## src/rtl/fp_seq_subtractor_pkg.sv

```systemverilog
// ---------------------------------------------------------------------------
// fp_seq_pkg
// Shared definitions for the sequential floating-point subtractor:
//   - fp_state_e      : controller state encoding
//   - FP_EXP_WIDTH_DEF: default exponent field width (single precision)
//   - FP_MANT_WIDTH_DEF: default stored fraction width (single precision)
// ---------------------------------------------------------------------------
package fp_seq_pkg;

   localparam int FP_EXP_WIDTH_DEF  = 8;
   localparam int FP_MANT_WIDTH_DEF = 23;

   typedef enum logic [2:0] {
      S_IDLE  = 3'd0,
      S_ALIGN = 3'd1,
      S_OP    = 3'd2,
      S_NORM  = 3'd3,
      S_DONE  = 3'd4
   } fp_state_e;

endpackage : fp_seq_pkg

```

## src/rtl/fp_seq_subtractor_alu_c.sv

```systemverilog
// ---------------------------------------------------------------------------
// alu_c
// Unsigned add/subtract of two WIDTH-bit operands with carry/borrow out.
//   alu_A_in  : first operand
//   alu_B_in  : second operand
//   alu_sub_in: 1 = A - B, 0 = A + B
//   alu_Y_out : WIDTH-bit result
//   alu_C_out : carry-out on add, borrow-out on subtract
// ---------------------------------------------------------------------------
module alu_c #(
   parameter int WIDTH = 24
) (
   input  logic [WIDTH-1:0] alu_A_in,
   input  logic [WIDTH-1:0] alu_B_in,
   input  logic             alu_sub_in,
   output logic [WIDTH-1:0] alu_Y_out,
   output logic             alu_C_out
);

   logic [WIDTH:0] res_s;

   // Extended-width add or subtract so the top bit captures carry/borrow
   always_comb begin
      res_s = {(WIDTH+1){1'b0}};
      if (alu_sub_in) begin
         res_s = {1'b0, alu_A_in} - {1'b0, alu_B_in};
      end else begin
         res_s = {1'b0, alu_A_in} + {1'b0, alu_B_in};
      end
   end

   assign alu_Y_out = res_s[WIDTH-1:0];
   assign alu_C_out = res_s[WIDTH];

endmodule : alu_c

```

## src/rtl/fp_seq_subtractor.sv

```systemverilog
// ---------------------------------------------------------------------------
// fp_seq_subtractor
// Multi-cycle floating-point subtractor computing a - b. Alignment and
// normalization are done one bit per cycle.
//   clk_in        : clock, all state on rising edge
//   rst_n_in      : synchronous active-low reset
//   start_in      : request, accepted only while idle
//   a_in, b_in    : operands {sign, exponent, fraction}
//   ready_out     : high while idle
//   done_out      : one-cycle pulse when fps_out/flags are updated
//   fps_out       : result, held until the next done_out
//   overflow_out  : result saturated to signed infinity
//   underflow_out : result flushed to zero because exponent fell below 1
// ---------------------------------------------------------------------------
module fp_seq_subtractor
   import fp_seq_pkg::*;
#(
   parameter int EXP_WIDTH      = FP_EXP_WIDTH_DEF,
   parameter int MANTISSA_WIDTH = FP_MANT_WIDTH_DEF
) (
   input  logic                              clk_in,
   input  logic                              rst_n_in,
   input  logic                              start_in,
   input  logic [EXP_WIDTH+MANTISSA_WIDTH:0] a_in,
   input  logic [EXP_WIDTH+MANTISSA_WIDTH:0] b_in,
   output logic                              ready_out,
   output logic                              done_out,
   output logic [EXP_WIDTH+MANTISSA_WIDTH:0] fps_out,
   output logic                              overflow_out,
   output logic                              underflow_out
);

   localparam int W     = EXP_WIDTH + MANTISSA_WIDTH + 1;
   localparam int M     = MANTISSA_WIDTH;
   localparam int CNT_W = $clog2(MANTISSA_WIDTH + 3);

   localparam logic [EXP_WIDTH-1:0] EXP_ONE     = EXP_WIDTH'(1);
   localparam logic [EXP_WIDTH-1:0] EXP_ONES    = {EXP_WIDTH{1'b1}};
   localparam logic [EXP_WIDTH-1:0] MAX_SHIFT_E = EXP_WIDTH'(MANTISSA_WIDTH + 2);
   localparam logic [CNT_W-1:0]     MAX_SHIFT_C = CNT_W'(MANTISSA_WIDTH + 2);
   localparam logic [CNT_W-1:0]     CNT_ONE     = CNT_W'(1);
   localparam logic [CNT_W-1:0]     CNT_ZERO    = {CNT_W{1'b0}};

   fp_state_e            state_r, state_next_s;
   logic                 sign_r, sub_r;
   logic [EXP_WIDTH-1:0] exp_r;
   logic [M:0]           big_mant_r, small_mant_r;
   logic [M+1:0]         sum_r;
   logic [CNT_W-1:0]     cnt_r;
   logic [W-1:0]         fps_r;
   logic                 ovf_r, unf_r, done_r, ready_r;

   // Operand decode used on the accepting edge
   logic [EXP_WIDTH-1:0] a_exp_s, b_exp_s, exp_diff_s;
   logic [M:0]           a_mant_s, b_mant_s;
   logic                 a_ge_b_s, sub_s;
   logic [CNT_W-1:0]     shift_cnt_s;

   assign a_exp_s    = a_in[W-2:M];
   assign b_exp_s    = b_in[W-2:M];
   assign a_mant_s   = {1'b1, a_in[M-1:0]};
   assign b_mant_s   = {1'b1, b_in[M-1:0]};
   // Exponent sits above fraction, so one compare orders magnitudes
   assign a_ge_b_s   = (a_in[W-2:0] >= b_in[W-2:0]);
   // Subtracting b is adding -b: subtract when signs agree
   assign sub_s      = ~(a_in[W-1] ^ b_in[W-1]);
   assign exp_diff_s = a_ge_b_s ? (a_exp_s - b_exp_s) : (b_exp_s - a_exp_s);
   // Beyond M+2 shifts the lesser mantissa is already all zeros
   assign shift_cnt_s = (exp_diff_s > MAX_SHIFT_E) ? MAX_SHIFT_C : CNT_W'(exp_diff_s);

   // Mantissa add/subtract of aligned operands
   logic [M:0] alu_y_s;
   logic       alu_c_s;

   alu_c #(.WIDTH(M + 1)) u_alu (
      .alu_A_in  (big_mant_r),
      .alu_B_in  (small_mant_r),
      .alu_sub_in(sub_r),
      .alu_Y_out (alu_y_s),
      .alu_C_out (alu_c_s)
   );

   // Normalization decisions
   logic                 sum_zero_s, carry_s, hidden_s, exp_ovf_s, exp_unf_s;
   logic [EXP_WIDTH-1:0] exp_inc_s, exp_dec_s;

   assign sum_zero_s = (sum_r == {(M+2){1'b0}});
   assign carry_s    = sum_r[M+1];
   assign hidden_s   = sum_r[M];
   assign exp_inc_s  = exp_r + EXP_ONE;
   assign exp_dec_s  = exp_r - EXP_ONE;
   assign exp_ovf_s  = (exp_inc_s == EXP_ONES);
   assign exp_unf_s  = (exp_r <= EXP_ONE);

   // Controller state register
   always_ff @(posedge clk_in) begin
      if (!rst_n_in) begin
         state_r <= S_IDLE;
      end else begin
         state_r <= state_next_s;
      end
   end

   // Controller next-state logic
   always_comb begin
      state_next_s = state_r;
      case (state_r)
         S_IDLE: begin
            if (start_in) state_next_s = S_ALIGN;
            else          state_next_s = S_IDLE;
         end
         S_ALIGN: begin
            if (cnt_r != CNT_ZERO) state_next_s = S_ALIGN;
            else                   state_next_s = S_OP;
         end
         S_OP: state_next_s = S_NORM;
         S_NORM: begin
            if (sum_zero_s) begin
               state_next_s = S_DONE;
            end else if (carry_s) begin
               if (exp_ovf_s) state_next_s = S_DONE;
               else           state_next_s = S_NORM;
            end else if (!hidden_s) begin
               if (exp_unf_s) state_next_s = S_DONE;
               else           state_next_s = S_NORM;
            end else begin
               state_next_s = S_DONE;
            end
         end
         S_DONE:  state_next_s = S_IDLE;
         default: state_next_s = S_IDLE;
      endcase
   end

   // Datapath and registered outputs
   always_ff @(posedge clk_in) begin
      if (!rst_n_in) begin
         sign_r       <= 1'b0;
         sub_r        <= 1'b0;
         exp_r        <= {EXP_WIDTH{1'b0}};
         big_mant_r   <= {(M+1){1'b0}};
         small_mant_r <= {(M+1){1'b0}};
         sum_r        <= {(M+2){1'b0}};
         cnt_r        <= CNT_ZERO;
         fps_r        <= {W{1'b0}};
         ovf_r        <= 1'b0;
         unf_r        <= 1'b0;
         done_r       <= 1'b0;
         ready_r      <= 1'b1;
      end else begin
         done_r  <= 1'b0;
         ready_r <= (state_next_s == S_IDLE);
         case (state_r)
            S_IDLE: begin
               if (start_in) begin
                  sub_r <= sub_s;
                  cnt_r <= shift_cnt_s;
                  if (a_ge_b_s) begin
                     sign_r       <= a_in[W-1];
                     exp_r        <= a_exp_s;
                     big_mant_r   <= a_mant_s;
                     small_mant_r <= b_mant_s;
                  end else begin
                     sign_r       <= ~b_in[W-1];
                     exp_r        <= b_exp_s;
                     big_mant_r   <= b_mant_s;
                     small_mant_r <= a_mant_s;
                  end
               end
            end
            S_ALIGN: begin
               if (cnt_r != CNT_ZERO) begin
                  small_mant_r <= {1'b0, small_mant_r[M:1]};
                  cnt_r        <= cnt_r - CNT_ONE;
               end
            end
            S_OP: sum_r <= {alu_c_s, alu_y_s};
            S_NORM: begin
               if (sum_zero_s) begin
                  fps_r  <= {W{1'b0}};
                  ovf_r  <= 1'b0;
                  unf_r  <= 1'b0;
                  done_r <= 1'b1;
               end else if (carry_s) begin
                  if (exp_ovf_s) begin
                     fps_r  <= {sign_r, EXP_ONES, {M{1'b0}}};
                     ovf_r  <= 1'b1;
                     unf_r  <= 1'b0;
                     done_r <= 1'b1;
                  end else begin
                     sum_r <= {1'b0, sum_r[M+1:1]};
                     exp_r <= exp_inc_s;
                  end
               end else if (!hidden_s) begin
                  if (exp_unf_s) begin
                     fps_r  <= {W{1'b0}};
                     ovf_r  <= 1'b0;
                     unf_r  <= 1'b1;
                     done_r <= 1'b1;
                  end else begin
                     sum_r <= {sum_r[M:0], 1'b0};
                     exp_r <= exp_dec_s;
                  end
               end else begin
                  fps_r  <= {sign_r, exp_r, sum_r[M-1:0]};
                  ovf_r  <= 1'b0;
                  unf_r  <= 1'b0;
                  done_r <= 1'b1;
               end
            end
            S_DONE:  ;
            default: ;
         endcase
      end
   end

   assign ready_out     = ready_r;
   assign done_out      = done_r;
   assign fps_out       = fps_r;
   assign overflow_out  = ovf_r;
   assign underflow_out = unf_r;

endmodule : fp_seq_subtractor

```

## config.mk

```make
export PLATFORM = sky130hd
export DESIGN_NAME = fp_seq_subtractor
export DESIGN_NICKNAME = d
export VERILOG_FILES = /design/src/rtl/fp_seq_subtractor_pkg.sv /design/src/rtl/fp_seq_subtractor_alu_c.sv /design/src/rtl/fp_seq_subtractor.sv
export SDC_FILE = /design/constraint.sdc
export NUM_CORES = 1
export LEC_CHECK = 0
export ABC_AREA = 1
export BUFFER_PORTS_ARGS = -buffer_cell sky130_fd_sc_hd__buf_2
export CAP_MARGIN = 0
export CORE_MARGIN = 5
export CORE_UTILIZATION = 25
export DETAILED_ROUTE_END_ITERATION = 8
export PLACE_DENSITY = 0.45
export SLEW_MARGIN = 10
export SYNTH_ARGS = -nofsm -noshare
export SYNTH_HDL_FRONTEND = slang
export SYNTH_HIERARCHICAL = 1
export SYNTH_SLANG_ARGS = --single-unit
```

## constraint.sdc

```tcl
create_clock -name clk_in -period 3.5 [get_ports clk_in]
set_input_delay 0.35 -clock clk_in [delete_from_list [all_inputs] [get_ports clk_in]]
set_output_delay 0.35 -clock clk_in [all_outputs]
set_load 0.05 [all_outputs]
```

Yosys cells after proc, flatten, opt, wreduce, memory -nomap -nowiden

Cells that the tools add are included.
W data, S select, Z words.

Register bits: 127
Bits of input ports: 67
Word-level logic and storage cells: 109

Add/subtract/negate cells: 7
Order comparisons: 3
Equality and inequality tests: 11
Multiplexer cells: 54
Bitwise operators: 3
Reductions and logical operators: 16

Operator list:

| operator              | number |
|---|---|
| $mux W32              | 5 |
| $mux W25              | 4 |
| $mux W24              | 4 |
| $mux W8               | 8 |
| $pmux W25 S2          | 1 |
| $pmux W24 S2          | 1 |
| $mux W23              | 2 |
| $ge A31 B31 Y1        | 1 |
| $add A24 B24 Y25      | 1 |
| $logic_not A25 Y1     | 1 |
| $sub A24 B24 Y25      | 1 |
| $mux W1               | 17 |
| $pmux W8 S2           | 1 |
| $sub A8 B8 Y8         | 2 |
| $mux W3               | 5 |
| $mux W5               | 3 |
| $pmux W3 S4           | 1 |
| $pmux W5 S2           | 1 |
| $ne A3 B3 Y1 const B  | 3 |
| $reduce_and A3 Y1     | 3 |
| $add A8 B1 Y8 const B | 1 |
| $eq A8 B8 Y1 const B  | 1 |
| $gt A8 B5 Y1 const B  | 1 |
| $le A8 B1 Y1 const B  | 1 |
| other kinds (16)      | 25 |

Longest topological paths before layout

Depth after elaboration: 7
Depth in mapped cells: 23

Cells and area by module

The synthesis kept the hierarchy.

Modules (own cells, without submodules):

| module            | instances | cells each | area each (um2) | sequential area each (um2) |
|---|---|---|---|---|
| fp_seq_subtractor | 1         | 1,251      | 8,236.6         | 2,542.4 |
| alu_c             | 1         | 541        | 2,563.7         | 0.0 |

Worst setup path before layout

Ideal clock, no wire load.

Path kind: register to register
From: register small_mant_r[1]
To: register sum_r[22]
Library setup time: 113 ps
Arrival time: 2,556 ps
Slack: 831 ps
Stages on the path, launching flop included: 22
Buffers on the path: 0
Clock period less this slack: 2,669 ps
Path through: dfxtp_1 -> inv_1 -> ha_1 -> nand2_1 -> nor2_2 -> nand2_1 -> xnor2_1 -> nand2_1 -> o21ai_0 -> ha_1 -> nand2_1 -> nor2_1 -> nand2_1 -> nor2_1 -> nand2_1 -> nand4_1 -> nand2_1 -> or2_2 -> nand2_1 -> nand2_1 -> nand2_1 -> nor2_1

Longest elaborated chain between the ends: 3
Elaborated cells between the ends (all ways): 4
Those cells by class: 2 x add/sub; 2 x mux

Ends and longest elaborated chain:

| element                                                     | line                                                         | RTL |
|---|---|---|
| from (decl)                                                 | fp_seq_subtractor.sv:47                                      | `logic [M:0] big_mant_r, small_mant_r;` |
| from (signal assigned)                                      | fp_seq_subtractor.sv:142                                     | `small_mant_r <= {(M+1){1'b0}};` |
| from (signal assigned)                                      | fp_seq_subtractor.sv:162                                     | `small_mant_r <= b_mant_s;` |
| from (signal assigned)                                      | fp_seq_subtractor.sv:167                                     | `small_mant_r <= a_mant_s;` |
| $add A24 B24 Y25 / $sub A24 B24 Y25 (equally long branches) | fp_seq_subtractor_alu_c.sv:28, fp_seq_subtractor_alu_c.sv:26 |  |
| $mux W25 (*)                                                | fp_seq_subtractor_alu_c.sv:25                                | `if (alu_sub_in) begin` |
| named net alu_y_s[22]                                       | fp_seq_subtractor.sv:72                                      | `logic [M:0] alu_y_s;` |
| $pmux W25 S2 (*)                                            | fp_seq_subtractor.sv:153                                     | `case (state_r)` |
| to (signal assigned)                                        | fp_seq_subtractor.sv:143                                     | `sum_r <= {(M+2){1'b0}};` |
| to (signal assigned)                                        | fp_seq_subtractor.sv:177                                     | `S_OP: sum_r <= {alu_c_s, alu_y_s};` |
| to (signal assigned)                                        | fp_seq_subtractor.sv:191                                     | `sum_r <= {1'b0, sum_r[M+1:1]};` |
| to (decl)                                                   | fp_seq_subtractor.sv:48                                      | `logic [M+1:0] sum_r;` |

Mark *: on every way through the listed nets, which the timed path passes. The rest lies on a longest branch.
A chain may end at the register's enable or synchronous reset.

Worst setup path in the final report

From: register small_mant_r[1]
To: register sum_r[16]

The elaborated chain is that of the path after synthesis.

==> metrics <==
Die Span Y=218 um; crit path cell chain=inv_1 -> ha_2 -> inv_1 -> o21ai_0 -> xnor2_1 -> inv_1 -> ha_2 -> nand2_1 -> nor2_2 -> nand3_1 -> nand2_2 -> nand2_1 -> nand2_1 -> xor2_1 -> nor2_1 -> a21o_1 -> nand2_1 -> nand2_1 -> nor2_1; initial antenna violation count=1; core area=42900 um^2; Top delay family on crit path=simple AND/OR/NAND/NOR gates; Rows=76; Final Max Tran Viols=0; worst hold path type=in2reg; reg-to-reg critical path endpoint=sum_r[16]$_SDFFE_PN0P_; status=finished, final reports clean; Layout area overhead=15.9%; Worst path depth=19; pre-CTS setup slack=0.145 ns; Fillers=4897; Clock Latency Late Sink=0.45 ns; Fmax=302 MHz; Peak supply drop=0.319 mV; critical path peak fanout=5; max_cap viols=0; EDFF count, synth=0; top cells by area, synth=dfxtp_1, nand2_1, inv_1; Diodes inserted=0; Seq/Total Area, Yosys=0.235; end point of the critical path=sum_r[16]$_SDFFE_PN0P_; Cells after Synth=1792; Crit path top cell by count=nand2_1; min Tclk post-route=3.32 ns; synthesized area per cell=6.03 um^2; final worst setup slack=0.184 ns; DR DRC count=0; GR Util All Layers=0.156; Worst Reg-to-Reg Cells=19; Post-DP HPWL=28.8 mm; Final Setup Violations=0; clock slew at reported path FFs=0.06 ns; largest net degree at the start of global routing=72; initial DRC count=780; layout cells sized above 1=0.109; die area=47500 um^2; IO Pins=103; wire per inst=15.0 um; gp weighted congestion=0.897; Synth Register Bits=127; initial core utilization=0.252; R2R Path Start=small_mant_r[1]$_SDFFE_PN0P_; Setup TNS=0 ns; share of the synthesized area in the top cell type=0.235; period utilization=0.947; Synth async-reset ratio=0; critical path's slowest cell=ha_2; Ys Warns=6; Initial DRT Pass Iterations=5; CTS sink count=127; Lkg Pwr=6.40 nW; Post-Syn Area=10800 um^2; maximum buffer depth of the clock tree=2; Total Wirelength=36.8 mm; tightest hold margin=0.197 ns; total grt overflow=0; cell taking the most area after synthesis=dfxtp_1; Hold Fails Final Rpt=0; Arr. time, crit path=3.71 ns; commonest non-fill, non-tap cell in the layout=nand2_1; first-pass GRT wire length=59.4 mm; WP data required=3.89 ns; Slew Limit Headroom=0.442; ys flop type=dfxtp_1; CTS Buf Count=17; vias in the first global route=10660; post-route ant nets=0; Buffers on Ports=102; vias per cell=4.57; CP bufs+invs=3; via count=11232; Power Density=985 nW/um^2; most frequent cells in the layout=nand2_1, inv_1, nor2_1; worst-margin pin slew=0.836 ns; Hold Buf Count CTS=0; slowest cell delay on critical path=0.39 ns; NumNets Final=1999; CP startpoint=small_mant_r[1]$_SDFFE_PN0P_; Synth Net Count=1931; Worst Setup Start Kind=flip-flop; Root Buffer=clkbuf_16; Max Clock Skew=0.0125 ns; Die W=218 um; reg2reg setup slack=0.18 ns; Clock H-tree levels=4; kind of critical path=reg2reg; CTS tree=built; Distinct cells, synth=44; RSZ-0062 raised after global routing=no; Crit. End Element=flip-flop
## worst reg2reg max path: cells and delay by family (launching register included)
family,cells,cell delay [ns]
AO/OA/AOI/OAI,2,0.51
flip-flops,1,0.33
XOR/XNOR,2,0.50
buffers and inverters,3,0.30
adder cells (fa/ha/maj),2,0.64
AND/OR/NAND/NOR,10,1.00
## state kept, by name (all words and copies together) (netlist names), 3 cells and up
register and cells:
sum_r 25, state_r 3, big_mant_r 24, cnt_r 5, fps_out 32, exp_r 8, small_mant_r 24
## how the worst min path moves through the flow
stage,from,endpoint,cells past startpoint
3_5_place_dp,fps_out[30]$_SDFFE_PN0P_,fps_out[30]$_SDFFE_PN0P_,2
6_report,a_in[31],sign_r$_SDFFE_PN0P_,3
5_1_grt,a_in[31],sign_r$_SDFFE_PN0P_,3
2_1_floorplan,big_mant_r[23]$_SDFFE_PN0P_,big_mant_r[23]$_SDFFE_PN0P_,2
4_1_cts,a_in[31],sign_r$_SDFFE_PN0P_,3
3_3_place_gp,fps_out[27]$_SDFFE_PN0P_,fps_out[27]$_SDFFE_PN0P_,2
## area by class of cell
type	count	area, um^2	share of cell area
repair buffers	125	721	0.0576
well taps	585	732	0.0585
clock inverters	9	109	0.00869
multi-input cells	1314	6910	0.552
inverters	275	1030	0.0824
flip-flops and latches	127	2540	0.203
clock buffers	21	470	0.0376
## cells by family after synthesis
logic type,count (synthesis),share of synthesized area
xor+xnor,51,0.0414
compound gates,350,0.182
fa+ha+maj,72,0.0855
simple gates,841,0.326
buf+inv,351,0.129
flops,127,0.235
## synthesized netlist by cell type (15+ instances only)
cell type and instances:
xor2_1 44, a31oi_1 24, nand4_1 15, a21o_1 15
nand3_1 66, nor2_1 207, o21ai_0 109, nand2_1 481
clkbuf_1 51, dfxtp_1 127, nand3b_1 27, o211ai_1 40
ha_1 69, a21oi_1 142, inv_1 271
## through the flow
| stage | instance area, um^2 | utilization | instances | power, mW |
|---|---|---|---|---|
| floorplan | 10800 | - | 1792 | 7.97 |
| global placement | 11900 | 0.277 | 2425 | 10.5 |
| detailed placement | 11900 | 0.277 | 2425 | 10.4 |
| CTS | 12500 | 0.291 | 2455 | 12.3 |
| global route | 12500 | 0.292 | 2456 | 13.6 |
| finish | 12500 | 0.292 | 2456 | 12.3 |
## repair_timing
| action | 4_1_cts | 5_1_grt |
|---|---|---|
| resized for setup | 0 | 16 |
| buffers inserted | 0 | 1 |
| endpoints found under the setup margin | 0 | 13 |
| hold endpoints to repair | 0 | 0 |
## routing by layer
| layer | vias to the layer above | share of wire | global-route usage |
|---|---|---|---|
| met4 | 0 | 0.0086 | 0.0278 |
| met2 | 228 | 0.46 | 0.254 |
| met3 | 19 | 0.043 | 0.0267 |
| met5 | - | 0 | 0 |
| met1 | 5132 | 0.49 | 0.219 |
| li1 | 5853 | - | - |
## report_power, final
| part | switching [mW] | internal [mW] |
|---|---|---|
| Sequential | 0.520 | 1.85 |
| Combinational | 5.35 | 2.80 |
| Clock | 0.707 | 1.09 |
| Total | 6.58 | 5.75 |
Power figures use the tool's default switching activity.
